**config.mk**
```make
export PLATFORM = sky130hd
export DESIGN_NAME = ula_op_sequencer_flat
export DESIGN_NICKNAME = d
export VERILOG_FILES = /design/src/rtl/ula_op_sequencer_if.sv /design/src/rtl/ula_op_sequencer.sv /design/src/flat_wrapper.sv
export SDC_FILE = /design/constraint.sdc
export NUM_CORES = 1
export LEC_CHECK = 0
export CORE_AREA = 5 5 118 120
export DETAILED_ROUTE_END_ITERATION = 10
export DIE_AREA = 0 0 123 125
export PLACE_DENSITY = 0.55
export SLEW_MARGIN = 10
export SYNTH_ARGS = -nofsm -noshare
export SYNTH_HDL_FRONTEND = slang
export SYNTH_SLANG_ARGS = --single-unit
```
**constraint.sdc**
```tcl
create_clock -name clk -period 9.1 [get_ports clk]
set_input_delay 0.91 -clock clk [delete_from_list [all_inputs] [get_ports clk]]
set_output_delay 0.91 -clock clk [all_outputs]
set_load 0.01 [all_outputs]
```
**src/rtl/ula_op_sequencer_if.sv**
```systemverilog
// rtl/ula_op_sequencer_if.sv - request/result handshake bundle for the ULA op sequencer
interface ula_op_sequencer_if;
   logic        in_valid;
   logic        in_ready;
   logic [1:0]  op;
   logic [7:0]  a;
   logic [7:0]  b;
   logic        out_valid;
   logic        out_ready;
   logic [15:0] result;
   logic        sign_flag;
   logic        zero_flag;
   logic        err;

   // Requester side: issues operations and consumes results
   modport master (
      output in_valid, op, a, b, out_ready,
      input  in_ready, out_valid, result, sign_flag, zero_flag, err
   );

   // Sequencer side
   modport slave (
      input  in_valid, op, a, b, out_ready,
      output in_ready, out_valid, result, sign_flag, zero_flag, err
   );
endinterface

```
**src/rtl/ula_op_sequencer.sv**
```systemverilog
// rtl/ula_op_sequencer.sv - ADD/SUB/Booth MUL sequencer over one shared 16-bit ripple-carry adder

// Plain 16-bit ripple-carry adder, carry-in tied low; the carry out of bit 15 is never formed
module ula_ripple_adder16 (
   input  logic [15:0] x,
   input  logic [15:0] y,
   output logic [15:0] sum
);
   logic [15:0] carry;

   assign carry[0] = 1'b0;

   for (genvar i = 0; i < 15; i++) begin : g_carry
      assign carry[i+1] = (x[i] & y[i]) | (carry[i] & (x[i] ^ y[i]));
   end

   assign sum = x ^ y ^ carry;
endmodule

module ula_op_sequencer #(
   parameter int MUL_STEPS = 8
) (
   input  logic             clk,
   input  logic             rst_n,
   ula_op_sequencer_if.slave bus
);
   typedef enum logic [1:0] {
      S_IDLE = 2'd0,
      S_CALC = 2'd1,
      S_DONE = 2'd2
   } state_t;

   localparam logic [1:0] OP_ADD = 2'b00;
   localparam logic [1:0] OP_SUB = 2'b01;
   localparam logic [1:0] OP_MUL = 2'b10;
   localparam logic [3:0] LAST_STEP = 4'(MUL_STEPS - 1);

   state_t      state;
   logic        in_ready_r;
   logic        out_valid_r;
   logic [15:0] result_r;
   logic        sign_r;
   logic        zero_r;
   logic        err_r;

   logic [1:0]  op_r;
   logic [7:0]  a_r;
   logic [7:0]  b_r;
   logic [3:0]  step_cnt;

   // Booth working registers: accumulator, multiplier and the bit shifted out below it
   logic [8:0]  acc;
   logic [7:0]  q;
   logic        qm1;

   logic [15:0] sext_a;
   logic [15:0] sext_b;
   logic [15:0] neg_a;
   logic [15:0] neg_b;
   logic [15:0] add_x;
   logic [15:0] add_y;
   logic [15:0] add_sum;

   logic [8:0]  acc_sum;
   logic [8:0]  acc_sh;
   logic [7:0]  q_sh;
   logic        qm1_sh;
   logic [15:0] mul_res;

   assign sext_a = {{8{a_r[7]}}, a_r};
   assign sext_b = {{8{b_r[7]}}, b_r};
   assign neg_a  = ~sext_a + 16'd1;
   assign neg_b  = ~sext_b + 16'd1;

   // Steer the operands of the current step into the shared adder
   always_comb begin
      add_x = '0;
      add_y = '0;
      if (state == S_CALC) begin
         case (op_r)
            OP_ADD: begin
               add_x = sext_a;
               add_y = sext_b;
            end
            OP_SUB: begin
               add_x = sext_a;
               add_y = neg_b;
            end
            OP_MUL: begin
               add_x = {{7{acc[8]}}, acc};
               case ({q[0], qm1})
                  2'b01:   add_y = sext_a;
                  2'b10:   add_y = neg_a;
                  default: add_y = '0;
               endcase
            end
            default: begin
               add_x = '0;
               add_y = '0;
            end
         endcase
      end
   end

   ula_ripple_adder16 u_adder (
      .x   (add_x),
      .y   (add_y),
      .sum (add_sum)
   );

   // Booth step tail: keep the 9-bit accumulator, then arithmetic-shift {acc, q, qm1} right by one
   assign acc_sum = add_sum[8:0];
   assign acc_sh  = {acc_sum[8], acc_sum[8:1]};
   assign q_sh    = {acc_sum[0], q[7:1]};
   assign qm1_sh  = q[0];
   assign mul_res = {acc_sh[7:0], q_sh};

   // Sequencer FSM with registered handshake, result and flags
   always_ff @(posedge clk or negedge rst_n) begin
      if (!rst_n) begin
         state       <= S_IDLE;
         in_ready_r  <= 1'b0;
         out_valid_r <= 1'b0;
         result_r    <= '0;
         sign_r      <= 1'b0;
         zero_r      <= 1'b0;
         err_r       <= 1'b0;
         op_r        <= '0;
         a_r         <= '0;
         b_r         <= '0;
         step_cnt    <= '0;
         acc         <= '0;
         q           <= '0;
         qm1         <= 1'b0;
      end else begin
         case (state)
            S_IDLE: begin
               in_ready_r <= 1'b1;
               if (bus.in_valid && in_ready_r) begin
                  op_r       <= bus.op;
                  a_r        <= bus.a;
                  b_r        <= bus.b;
                  acc        <= '0;
                  q          <= bus.b;
                  qm1        <= 1'b0;
                  step_cnt   <= '0;
                  in_ready_r <= 1'b0;
                  state      <= S_CALC;
               end
            end

            S_CALC: begin
               case (op_r)
                  OP_ADD, OP_SUB: begin
                     result_r    <= add_sum;
                     sign_r      <= add_sum[15];
                     zero_r      <= (add_sum == 16'h0000);
                     err_r       <= 1'b0;
                     out_valid_r <= 1'b1;
                     state       <= S_DONE;
                  end
                  OP_MUL: begin
                     acc      <= acc_sh;
                     q        <= q_sh;
                     qm1      <= qm1_sh;
                     step_cnt <= step_cnt + 4'd1;
                     if (step_cnt == LAST_STEP) begin
                        result_r    <= mul_res;
                        sign_r      <= mul_res[15];
                        zero_r      <= (mul_res == 16'h0000);
                        err_r       <= 1'b0;
                        out_valid_r <= 1'b1;
                        state       <= S_DONE;
                     end
                  end
                  default: begin
                     result_r    <= '0;
                     sign_r      <= 1'b0;
                     zero_r      <= 1'b1;
                     err_r       <= 1'b1;
                     out_valid_r <= 1'b1;
                     state       <= S_DONE;
                  end
               endcase
            end

            S_DONE: begin
               if (bus.out_ready) begin
                  out_valid_r <= 1'b0;
                  in_ready_r  <= 1'b1;
                  state       <= S_IDLE;
               end
            end

            default: begin
               out_valid_r <= 1'b0;
               in_ready_r  <= 1'b0;
               state       <= S_IDLE;
            end
         endcase
      end
   end

   assign bus.in_ready  = in_ready_r;
   assign bus.out_valid = out_valid_r;
   assign bus.result    = result_r;
   assign bus.sign_flag = sign_r;
   assign bus.zero_flag = zero_r;
   assign bus.err       = err_r;
endmodule
```
**src/flat_wrapper.sv**
```systemverilog
// flat-port wrapper written by rule: the top's interface ports become plain ports
module ula_op_sequencer_flat 
#(
   parameter int MUL_STEPS = 8
)
  (clk, rst_n, bus_in_valid, bus_op, bus_a, bus_b, bus_out_ready, bus_in_ready, bus_out_valid, bus_result, bus_sign_flag, bus_zero_flag, bus_err);
  ula_op_sequencer_if bus_i ();
  input  logic clk;
  input  logic rst_n;
  input wire logic [$bits(bus_i.in_valid)-1:0] bus_in_valid;
  input wire logic [$bits(bus_i.op)-1:0] bus_op;
  input wire logic [$bits(bus_i.a)-1:0] bus_a;
  input wire logic [$bits(bus_i.b)-1:0] bus_b;
  input wire logic [$bits(bus_i.out_ready)-1:0] bus_out_ready;
  output wire logic [$bits(bus_i.in_ready)-1:0] bus_in_ready;
  output wire logic [$bits(bus_i.out_valid)-1:0] bus_out_valid;
  output wire logic [$bits(bus_i.result)-1:0] bus_result;
  output wire logic [$bits(bus_i.sign_flag)-1:0] bus_sign_flag;
  output wire logic [$bits(bus_i.zero_flag)-1:0] bus_zero_flag;
  output wire logic [$bits(bus_i.err)-1:0] bus_err;
  assign bus_i.in_valid = bus_in_valid;
  assign bus_i.op = bus_op;
  assign bus_i.a = bus_a;
  assign bus_i.b = bus_b;
  assign bus_i.out_ready = bus_out_ready;
  assign bus_in_ready = bus_i.in_ready;
  assign bus_out_valid = bus_i.out_valid;
  assign bus_result = bus_i.result;
  assign bus_sign_flag = bus_i.sign_flag;
  assign bus_zero_flag = bus_i.zero_flag;
  assign bus_err = bus_i.err;
  ula_op_sequencer #(.MUL_STEPS(MUL_STEPS)) u_core (.clk(clk), .rst_n(rst_n), .bus(bus_i));
endmodule
```
==> metrics.txt, run 1 <==
# TYPE chip_impl_metric gauge
chip_impl_metric{name="initial_utilization",unit="%"} 29.1
chip_impl_metric{name="area_growth",unit="%"} 22.6
chip_impl_metric{name="mappedNetlistNets",unit=""} 467
chip_impl_info{name="outcome",value="finished clean"} 1
chip_impl_info{name="yosys_most_used_dff",value="sky130_fd_sc_hd__dfrtp_1"} 1
chip_impl_metric{name="total_power",unit="uW"} 1720
chip_impl_metric{name="ant_nets",unit=""} 0
chip_impl_metric{name="grt_usage",unit="%"} 13.8
chip_impl_metric{name="chipHeight",unit="um"} 125
chip_impl_metric{name="cts_repair_resize_count",unit=""} 0
chip_impl_metric{name="cts_hold_buffers",unit=""} 0
chip_impl_metric{name="dp_hpwl",unit="mm"} 7.36
chip_impl_metric{name="placeableCoreArea",unit="sq um"} 12900
chip_impl_metric{name="finalSetupViolCount",unit=""} 0
chip_impl_metric{name="place_inst",unit=""} 618
chip_impl_metric{name="max_slew_margin",unit="%"} 39.4
chip_impl_metric{name="max_cap_violations",unit=""} 0
chip_impl_metric{name="worst_ir_drop_vdd",unit="mV"} 0.105
chip_impl_metric{name="crit_arrival",unit="ns"} 8.22
chip_impl_info{name="grt_setup_unrepaired",value="no"} 1
chip_impl_metric{name="place.gp.congestion",unit=""} 0.895
chip_impl_metric{name="crit_path_max_incr_delay",unit="ns"} 0.54
chip_impl_metric{name="io-pin-count",unit=""} 43
chip_impl_metric{name="n_fill_cell",unit=""} 1335
chip_impl_info{name="timing_worst_setup_path_type",value="register to register"} 1
chip_impl_info{name="timing.hold.worst.class",value="register to register"} 1
chip_impl_metric{name="wl_per_cell",unit="um"} 15.7
chip_impl_metric{name="fp-row-count",unit=""} 42
chip_impl_metric{name="first_pass_grt_wire_length",unit="mm"} 16.7
chip_impl_metric{name="min_hold_slack",unit="ns"} 0.479
chip_impl_metric{name="worst_skew_pair.late_latency",unit="ns"} 0.33
chip_impl_metric{name="synth_cell_type_count",unit=""} 49
chip_impl_metric{name="finalCritPeriodShare",unit="%"} 87.8
chip_impl_metric{name="setup_total_negative_slack",unit="ns"} 0
chip_impl_metric{name="max_freq",unit="MHz"} 125
chip_impl_metric{name="synth_area_per_cell",unit="sq um"} 8.87
chip_impl_info{name="critPathLaunchType",value="register"} 1
chip_impl_metric{name="grt_remaining_overflow",unit=""} 0
chip_impl_info{name="yosys.area.top_type",value="sky130_fd_sc_hd__dfrtp_1"} 1
chip_impl_info{name="path_common_cell",value="sky130_fd_sc_hd__fa_1"} 1
chip_impl_metric{name="power_per_cell_area",unit="nW/um^2"} 374
chip_impl_metric{name="power_leakage",unit="uW"} 0.00181
chip_impl_metric{name="fin_util",unit="%"} 35.6
chip_impl_metric{name="insertedDiodeCount",unit=""} 0
chip_impl_metric{name="hold_viol",unit=""} 0
chip_impl_metric{name="floorplan.die.width",unit="um"} 123
chip_impl_metric{name="first_global_vias",unit=""} 3224
chip_impl_info{name="most_instantiated_library_cell_after_synthesis",value="sky130_fd_sc_hd__nand2_1"} 1
chip_impl_info{name="yosys-top-cells-count",value="sky130_fd_sc_hd__nand2_1 (70), sky130_fd_sc_hd__dfrtp_1 (61), sky130_fd_sc_hd__nor2_1 (41), sky130_fd_sc_hd__o21ai_0 (35), sky130_fd_sc_hd__a21oi_1 (33)"} 1
chip_impl_metric{name="drt-total-wl",unit="mm"} 9.94
chip_impl_metric{name="nets",unit=""} 498
chip_impl_metric{name="critPathRequiredTime",unit="ns"} 9.33
chip_impl_metric{name="synth.yosys.seq_area_share",unit="%"} 40.8
chip_impl_metric{name="avgViaCountPerCell",unit=""} 4.96
chip_impl_metric{name="pin_count_of_the_biggest_net_entering_global_routing",unit=""} 62
chip_impl_metric{name="post_synth_instance_area",unit="sq um"} 3740
chip_impl_info{name="netlist_top_cells_area",value="sky130_fd_sc_hd__dfrtp_1 (41%), sky130_fd_sc_hd__fa_1 (7.5%), sky130_fd_sc_hd__nand2_1 (7.0%), sky130_fd_sc_hd__o21ai_0 (4.7%), sky130_fd_sc_hd__a21oi_1 (4.4%)"} 1
chip_impl_metric{name="route.detailed.drc",unit=""} 0
chip_impl_metric{name="fin_cells",unit=""} 633
chip_impl_metric{name="clock-sinks",unit=""} 61
chip_impl_metric{name="cts-root-to-sink-buffers",unit=""} 2
chip_impl_info{name="cp-end-kind",value="register"} 1
chip_impl_metric{name="cts_inserted_buffers",unit=""} 9
chip_impl_metric{name="post_cts_buffers",unit=""} 0
chip_impl_info{name="cts_root_buf",value="sky130_fd_sc_hd__clkbuf_16"} 1
chip_impl_metric{name="dieArea",unit="sq um"} 15400
chip_impl_metric{name="synthesized_instance_count",unit=""} 422
chip_impl_metric{name="clk_pin_slew",unit="ns"} 0.05
chip_impl_metric{name="cp_max_fo",unit=""} 9
chip_impl_metric{name="routed-via-count",unit=""} 3142
chip_impl_metric{name="synth.top_cell.area_share",unit="%"} 40.8
chip_impl_metric{name="dr.first_iter.drc_count",unit=""} 249
chip_impl_metric{name="firstDrtPassIters",unit=""} 4
chip_impl_metric{name="synth_async_sr_flop_share",unit="%"} 100
chip_impl_metric{name="synth-seq-cells",unit=""} 61
chip_impl_metric{name="worst-slew-pin-transition",unit="ns"} 0.907
chip_impl_metric{name="finClkSkew",unit="ns"} 0.00521
chip_impl_metric{name="cts_max_level",unit=""} 3
chip_impl_metric{name="final_max_slew_viol_count",unit=""} 0
chip_impl_metric{name="grt_antenna_before_repair",unit=""} 0
chip_impl_info{name="critPathSlowestCell",value="sky130_fd_sc_hd__or3b_1"} 1
chip_impl_metric{name="synth-warning-count",unit=""} 0
chip_impl_metric{name="synth-edff-count",unit=""} 0
chip_impl_metric{name="buffer_ports.inserted",unit=""} 42
chip_impl_metric{name="ratio_of_cells_with_drive_above_1_in_the_final_layout",unit="%"} 7.00
chip_impl_metric{name="period_minus_slack",unit="ns"} 7.99
chip_impl_info{name="cts_tree",value="built"} 1
[routing by layer]
metal	vias to the layer above	share of wire (%)	track usage, %
li1	1524	-	-
met1	1523	45	18.4
met2	84	48	22.2
met3	11	5.7	3.79
met4	0	1.6	3.65
met5	-	0	0
[cell families after synthesis]
| family | Yosys count | synth area share [%] |
|---|---|---|
| flops | 61 | 40.8 |
| buf+inv | 48 | 5.75 |
| mux | 10 | 2.91 |
| fa+ha+maj | 23 | 10.5 |
| simple gates | 151 | 17.9 |
| compound gates | 120 | 19.7 |
| xor+xnor | 9 | 2.47 |
[sequential cells by signal, indices dropped and copies added, names as in the netlist, 2 cells and up]
name	count
u_core.q	8
u_core.bus.result	16
u_core.acc	8
u_core.state	2
u_core.op_r	2
u_core.step_cnt	4
u_core.a_r	8
u_core.b_r	8
[placed cells by master (no fill, tap or decap), types with 2 or more instances in the layout]
cell type | netlist | layout
sky130_fd_sc_hd__nand2_1 | 70 | 70
sky130_fd_sc_hd__dfrtp_1 | 61 | 61
sky130_fd_sc_hd__nor2_1 | 41 | 41
sky130_fd_sc_hd__clkdlybuf4s50_1 | 0 | 41
sky130_fd_sc_hd__o21ai_0 | 35 | 35
sky130_fd_sc_hd__a21oi_1 | 33 | 32
sky130_fd_sc_hd__inv_1 | 21 | 21
sky130_fd_sc_hd__fa_1 | 14 | 14
sky130_fd_sc_hd__o22ai_1 | 11 | 11
sky130_fd_sc_hd__a31oi_1 | 10 | 10
sky130_fd_sc_hd__ha_1 | 9 | 9
sky130_fd_sc_hd__clkbuf_16 | 0 | 9
sky130_fd_sc_hd__nand2b_1 | 8 | 8
sky130_fd_sc_hd__mux2_2 | 7 | 7
sky130_fd_sc_hd__o21a_1 | 7 | 7
sky130_fd_sc_hd__nor3_1 | 6 | 6
sky130_fd_sc_hd__o221ai_1 | 6 | 6
sky130_fd_sc_hd__xnor2_1 | 5 | 5
sky130_fd_sc_hd__buf_4 | 3 | 5
sky130_fd_sc_hd__nor2b_1 | 4 | 4
sky130_fd_sc_hd__nand3_1 | 4 | 4
sky130_fd_sc_hd__a21o_1 | 3 | 3
sky130_fd_sc_hd__xor2_1 | 3 | 3
sky130_fd_sc_hd__mux2i_1 | 3 | 3
sky130_fd_sc_hd__nor4_1 | 3 | 3
sky130_fd_sc_hd__nand4_1 | 3 | 3
sky130_fd_sc_hd__nand3b_1 | 3 | 3
sky130_fd_sc_hd__a41oi_1 | 2 | 2
sky130_fd_sc_hd__nor3b_1 | 3 | 2
sky130_fd_sc_hd__o31ai_1 | 2 | 2
sky130_fd_sc_hd__a22oi_1 | 2 | 2
sky130_fd_sc_hd__clkinv_2 | 0 | 2
sky130_fd_sc_hd__clkbuf_8 | 0 | 2
[critical path, delay by kind of cell, from the launching register on]
kind                     cells  cell delay (ns)
buffers and inverters        4             0.28
adder cells (fa/ha/maj)     16             5.72
AO/OA/AOI/OAI                2             0.45
flip-flops                   1             0.37
AND/OR/NAND/NOR              5             1.07
[cell type report]
type	count	area, sq um	share of cell area (%)
Timing Repair Buffer	47	453	9.87
Clock inverter	4	47.5	1.04
Clock buffer	11	253	5.51
Tap cell	176	220	4.80
Sequential cell	61	1530	33.3
Multi-Input combinational cell	313	2010	43.8
Inverter	21	78.8	1.72
[worst paths after layout]
path	from	to	slack [ns]	depth (start not counted)
setup / recovery	u_core.qm1	u_core.bus.zero_flag	1.11	27
hold reg to reg	u_core.acc[7]	u_core.acc[7]	0.48	2
min in group asynchronous	rst_n	u_core.acc[1]	0.75	2
setup reg to reg	u_core.qm1	u_core.bus.zero_flag	1.11	27
hold / removal	u_core.acc[7]	u_core.acc[7]	0.48	2
max in group asynchronous	rst_n	u_core.bus.zero_flag	7.79	2
[power by group]
| group | internal [uW] | switching, uW |
|---|---|---|
| sequential | 395 | 114 |
| clock | 224 | 119 |
| combinational | 371 | 495 |
[per-stage QoR]
stage	worst slack (ns)	instance area [sq um]
2_1_floorplan	1.62	3740
3_3_place_gp	1.34	4290
3_5_place_dp	1.19	4290
4_1_cts	1.18	4590
5_1_grt	0.780	4590
6_report	1.11	4590
No activity file was read; power rests on OpenSTA's default activity.
==> run 2, diff against run 1 <==
--- a/config.mk
+++ b/config.mk
@@ -5,10 +5,10 @@
 export SDC_FILE = /design/constraint.sdc
 export NUM_CORES = 1
 export LEC_CHECK = 0
-export CORE_AREA = 5 5 118 120
+export CORE_AREA = 5 5 151 95
 export DETAILED_ROUTE_END_ITERATION = 10
-export DIE_AREA = 0 0 123 125
-export PLACE_DENSITY = 0.55
+export DIE_AREA = 0 0 156 100
+export PLACE_DENSITY = 0.54
 export SLEW_MARGIN = 10
 export SYNTH_ARGS = -nofsm -noshare
 export SYNTH_HDL_FRONTEND = slang
==> run 2 against run 1 <==
Net effect: fmax is 0.60% lower; clock skew is 0.0033 ns higher; global-route usage is 0.81 points higher; first-iteration DRC count is 23% lower; clock-buffer cell count stayed put; hold slack better by 0.0069 ns; critical path depth is 2 lower; final cell count is 0.63% lower; clock power is 3% higher; non-clock buffer count is 1 higher; critical endpoint unchanged.
==> metrics.txt, run 2 (synthesized netlist as in run 1, its figures left out) <==
# TYPE chip_impl_metric gauge
chip_impl_metric{name="first_pass_grt_wire_length",unit="mm"} 17.7
chip_impl_info{name="outcome",value="finished clean"} 1
chip_impl_metric{name="area_growth",unit="%"} 22.9
chip_impl_info{name="cts_root_buf",value="sky130_fd_sc_hd__clkbuf_16"} 1
chip_impl_metric{name="finalSetupViolCount",unit=""} 0
chip_impl_metric{name="min_hold_slack",unit="ns"} 0.486
chip_impl_metric{name="routed-via-count",unit=""} 3235
chip_impl_info{name="timing.hold.worst.class",value="register to register"} 1
chip_impl_metric{name="wl_per_cell",unit="um"} 17.1
chip_impl_metric{name="cts_repair_resize_count",unit=""} 0
chip_impl_metric{name="post_cts_buffers",unit=""} 0
chip_impl_metric{name="drt-total-wl",unit="mm"} 10.8
chip_impl_metric{name="finClkSkew",unit="ns"} 0.00854
chip_impl_metric{name="route.detailed.drc",unit=""} 0
chip_impl_metric{name="period_minus_slack",unit="ns"} 8.04
chip_impl_metric{name="avgViaCountPerCell",unit=""} 5.14
chip_impl_metric{name="firstDrtPassIters",unit=""} 5
chip_impl_metric{name="number_of_flip_flops_under_the_largest_register_name",unit=""} 16
chip_impl_metric{name="power_leakage",unit="uW"} 0.00182
chip_impl_metric{name="grt_antenna_before_repair",unit=""} 0
chip_impl_metric{name="cts_max_level",unit=""} 3
chip_impl_metric{name="final_max_slew_viol_count",unit=""} 0
chip_impl_metric{name="cts_inserted_buffers",unit=""} 9
chip_impl_metric{name="chipHeight",unit="um"} 100
chip_impl_metric{name="fp-row-count",unit=""} 32
chip_impl_metric{name="crit_arrival",unit="ns"} 8.27
chip_impl_metric{name="first_global_vias",unit=""} 3254
chip_impl_metric{name="initial_utilization",unit="%"} 29.5
chip_impl_metric{name="finalCritPeriodShare",unit="%"} 88.3
chip_impl_metric{name="n_fill_cell",unit=""} 1311
chip_impl_metric{name="dr.first_iter.drc_count",unit=""} 192
chip_impl_metric{name="worst_skew_pair.late_latency",unit="ns"} 0.34
chip_impl_metric{name="grt_usage",unit="%"} 14.6
chip_impl_metric{name="setup_total_negative_slack",unit="ns"} 0
chip_impl_metric{name="nets",unit=""} 499
chip_impl_info{name="cp-end-kind",value="register"} 1
chip_impl_metric{name="buffer_ports.inserted",unit=""} 42
chip_impl_metric{name="max_freq",unit="MHz"} 124
chip_impl_metric{name="power_per_cell_area",unit="nW/um^2"} 386
chip_impl_info{name="cts_tree",value="built"} 1
chip_impl_metric{name="dp_hpwl",unit="mm"} 8.09
chip_impl_metric{name="placeableCoreArea",unit="sq um"} 12700
chip_impl_metric{name="ratio_of_cells_with_drive_above_1_in_the_final_layout",unit="%"} 7.41
chip_impl_metric{name="pin_count_of_the_biggest_net_entering_global_routing",unit=""} 62
chip_impl_metric{name="cts-root-to-sink-buffers",unit=""} 2
chip_impl_metric{name="dpl_worst_slack",unit="ns"} 1.14
chip_impl_metric{name="cts_hold_buffers",unit=""} 0
chip_impl_info{name="r2r_start",value="u_core.op_r[1]"} 1
chip_impl_metric{name="insertedDiodeCount",unit=""} 0
chip_impl_metric{name="max_slew_margin",unit="%"} 37.6
chip_impl_info{name="grt_setup_unrepaired",value="no"} 1
chip_impl_metric{name="max_cap_violations",unit=""} 0
chip_impl_metric{name="worst_setup_margin",unit="ns"} 1.06
chip_impl_info{name="timing_worst_setup_path_type",value="register to register"} 1
chip_impl_info{name="leading_cell_types_in_the_layout_fill_and_taps_excluded",value="sky130_fd_sc_hd__nand2_1 (70), sky130_fd_sc_hd__dfrtp_1 (61), sky130_fd_sc_hd__nor2_1 (41), sky130_fd_sc_hd__clkdlybuf4s50_1 (41), sky130_fd_sc_hd__o21ai_0 (35)"} 1
chip_impl_metric{name="cp_max_fo",unit=""} 21
chip_impl_metric{name="io-pin-count",unit=""} 43
chip_impl_info{name="worst_hold_startpoint",value="u_core.acc[7]"} 1
chip_impl_metric{name="ant_nets",unit=""} 0
chip_impl_metric{name="floorplan.die.width",unit="um"} 156
chip_impl_info{name="critical_path.startpoint",value="u_core.op_r[1]"} 1
chip_impl_metric{name="hold_viol",unit=""} 0
chip_impl_metric{name="place.gp.congestion",unit=""} 0.951
chip_impl_metric{name="worst-slew-pin-transition",unit="ns"} 0.934
chip_impl_metric{name="dieArea",unit="sq um"} 15600
chip_impl_metric{name="grt_remaining_overflow",unit=""} 0
chip_impl_metric{name="worst_ir_drop_vdd",unit="mV"} 0.136
chip_impl_metric{name="clk_pin_slew",unit="ns"} 0.05
chip_impl_info{name="critPathLaunchType",value="register"} 1
chip_impl_metric{name="clock-sinks",unit=""} 61
chip_impl_info{name="layout.cells.most_common",value="sky130_fd_sc_hd__nand2_1"} 1
chip_impl_metric{name="critPathRequiredTime",unit="ns"} 9.33
==> run 2: cell count changes in the layout (fill, tap and decap cells not counted) <==
| cell | previous run | this run |
|---|---|---|
| sky130_fd_sc_hd__clkinv_2 | 2 | 1 |
| sky130_fd_sc_hd__clkinvlp_4 | 1 | 2 |
| sky130_fd_sc_hd__buf_4 | 5 | 6 |
| sky130_fd_sc_hd__clkinv_4 | 0 | 1 |
==> run 2: report_power, final <==
group          internal [uW]  switching, uW  total, uW
clock                    227            128        355
sequential               395            123        519
combinational            375            527        903
==> run 2: cell type report <==
cell class,instances,area (sq um),area share (%)
multi-input cells,313,2010,43.7
inverters,21,78.8,1.71
clock buffers,11,253,5.50
repair buffers,48,460,10.0
flip-flops and latches,61,1530,33.2
clock inverters,5,58.8,1.28
well taps,170,213,4.62
==> run 2: final timing paths <==
check	endpoint	slack, ns	cells past startpoint
max in group asynchronous	u_core.bus.result[7]	7.83	2
max	u_core.bus.zero_flag	1.06	25
max reg2reg	u_core.bus.zero_flag	1.06	25
min in group asynchronous	u_core.a_r[2]	0.74	2
min	u_core.acc[7]	0.49	2
min reg2reg	u_core.acc[7]	0.49	2
==> run 2: worst max-delay path, cell delays in order (launching register included) <==
cell                      delay [ns]
sky130_fd_sc_hd__dfrtp_1        0.72
sky130_fd_sc_hd__or3b_1         0.58
sky130_fd_sc_hd__o22ai_1        0.17
sky130_fd_sc_hd__and2_1         0.15
sky130_fd_sc_hd__ha_1           0.15
sky130_fd_sc_hd__inv_1          0.05
sky130_fd_sc_hd__fa_1           0.38
sky130_fd_sc_hd__fa_1           0.39
sky130_fd_sc_hd__fa_1           0.38
sky130_fd_sc_hd__fa_1           0.39
sky130_fd_sc_hd__fa_1           0.39
sky130_fd_sc_hd__fa_1           0.38
sky130_fd_sc_hd__fa_1           0.38
sky130_fd_sc_hd__fa_1           0.39
sky130_fd_sc_hd__fa_1           0.39
sky130_fd_sc_hd__fa_1           0.38
sky130_fd_sc_hd__fa_1           0.40
sky130_fd_sc_hd__fa_1           0.38
sky130_fd_sc_hd__inv_1          0.08
sky130_fd_sc_hd__fa_1           0.15
sky130_fd_sc_hd__inv_1          0.05
sky130_fd_sc_hd__fa_1           0.51
sky130_fd_sc_hd__nand2_1        0.06
sky130_fd_sc_hd__nor4_1         0.28
sky130_fd_sc_hd__nand2_1        0.10
sky130_fd_sc_hd__o31ai_1        0.26
==> run 2: per-layer routing <==
| metal | routed length [um] | vias to the layer above | track usage (%) |
|---|---|---|---|
| li1 | - | 1520 | - |
| met1 | 5570 | 1597 | 22.1 |
| met2 | 4170 | 108 | 19.6 |
| met3 | 927 | 10 | 6.16 |
| met4 | 79 | 0 | 2.29 |
| met5 | 0 | - | 0 |
==> run 2: stage by stage <==
| stage | power, uW | util [%] | cell area [sq um] | instances |
|---|---|---|---|---|
| global route | 1910 | 36.2 | 4600 | 629 |
| CTS | 1780 | 36.2 | 4600 | 629 |
| detailed placement | 1410 | 33.8 | 4290 | 613 |
| finish | 1780 | 36.2 | 4600 | 629 |
| floorplan | 1100 | - | 3740 | 422 |
| global placement | 1400 | 33.8 | 4290 | 613 |
==> run 3, diff against run 2 <==
--- a/config.mk
+++ b/config.mk
@@ -9,6 +9,7 @@
 export DETAILED_ROUTE_END_ITERATION = 10
 export DIE_AREA = 0 0 156 100
 export PLACE_DENSITY = 0.54
+export SKIP_CTS_REPAIR_TIMING = 1
 export SLEW_MARGIN = 10
 export SYNTH_ARGS = -nofsm -noshare
 export SYNTH_HDL_FRONTEND = slang
==> results of run 3 <==
Final layout, timing and power as in run 2 (identical DEF).
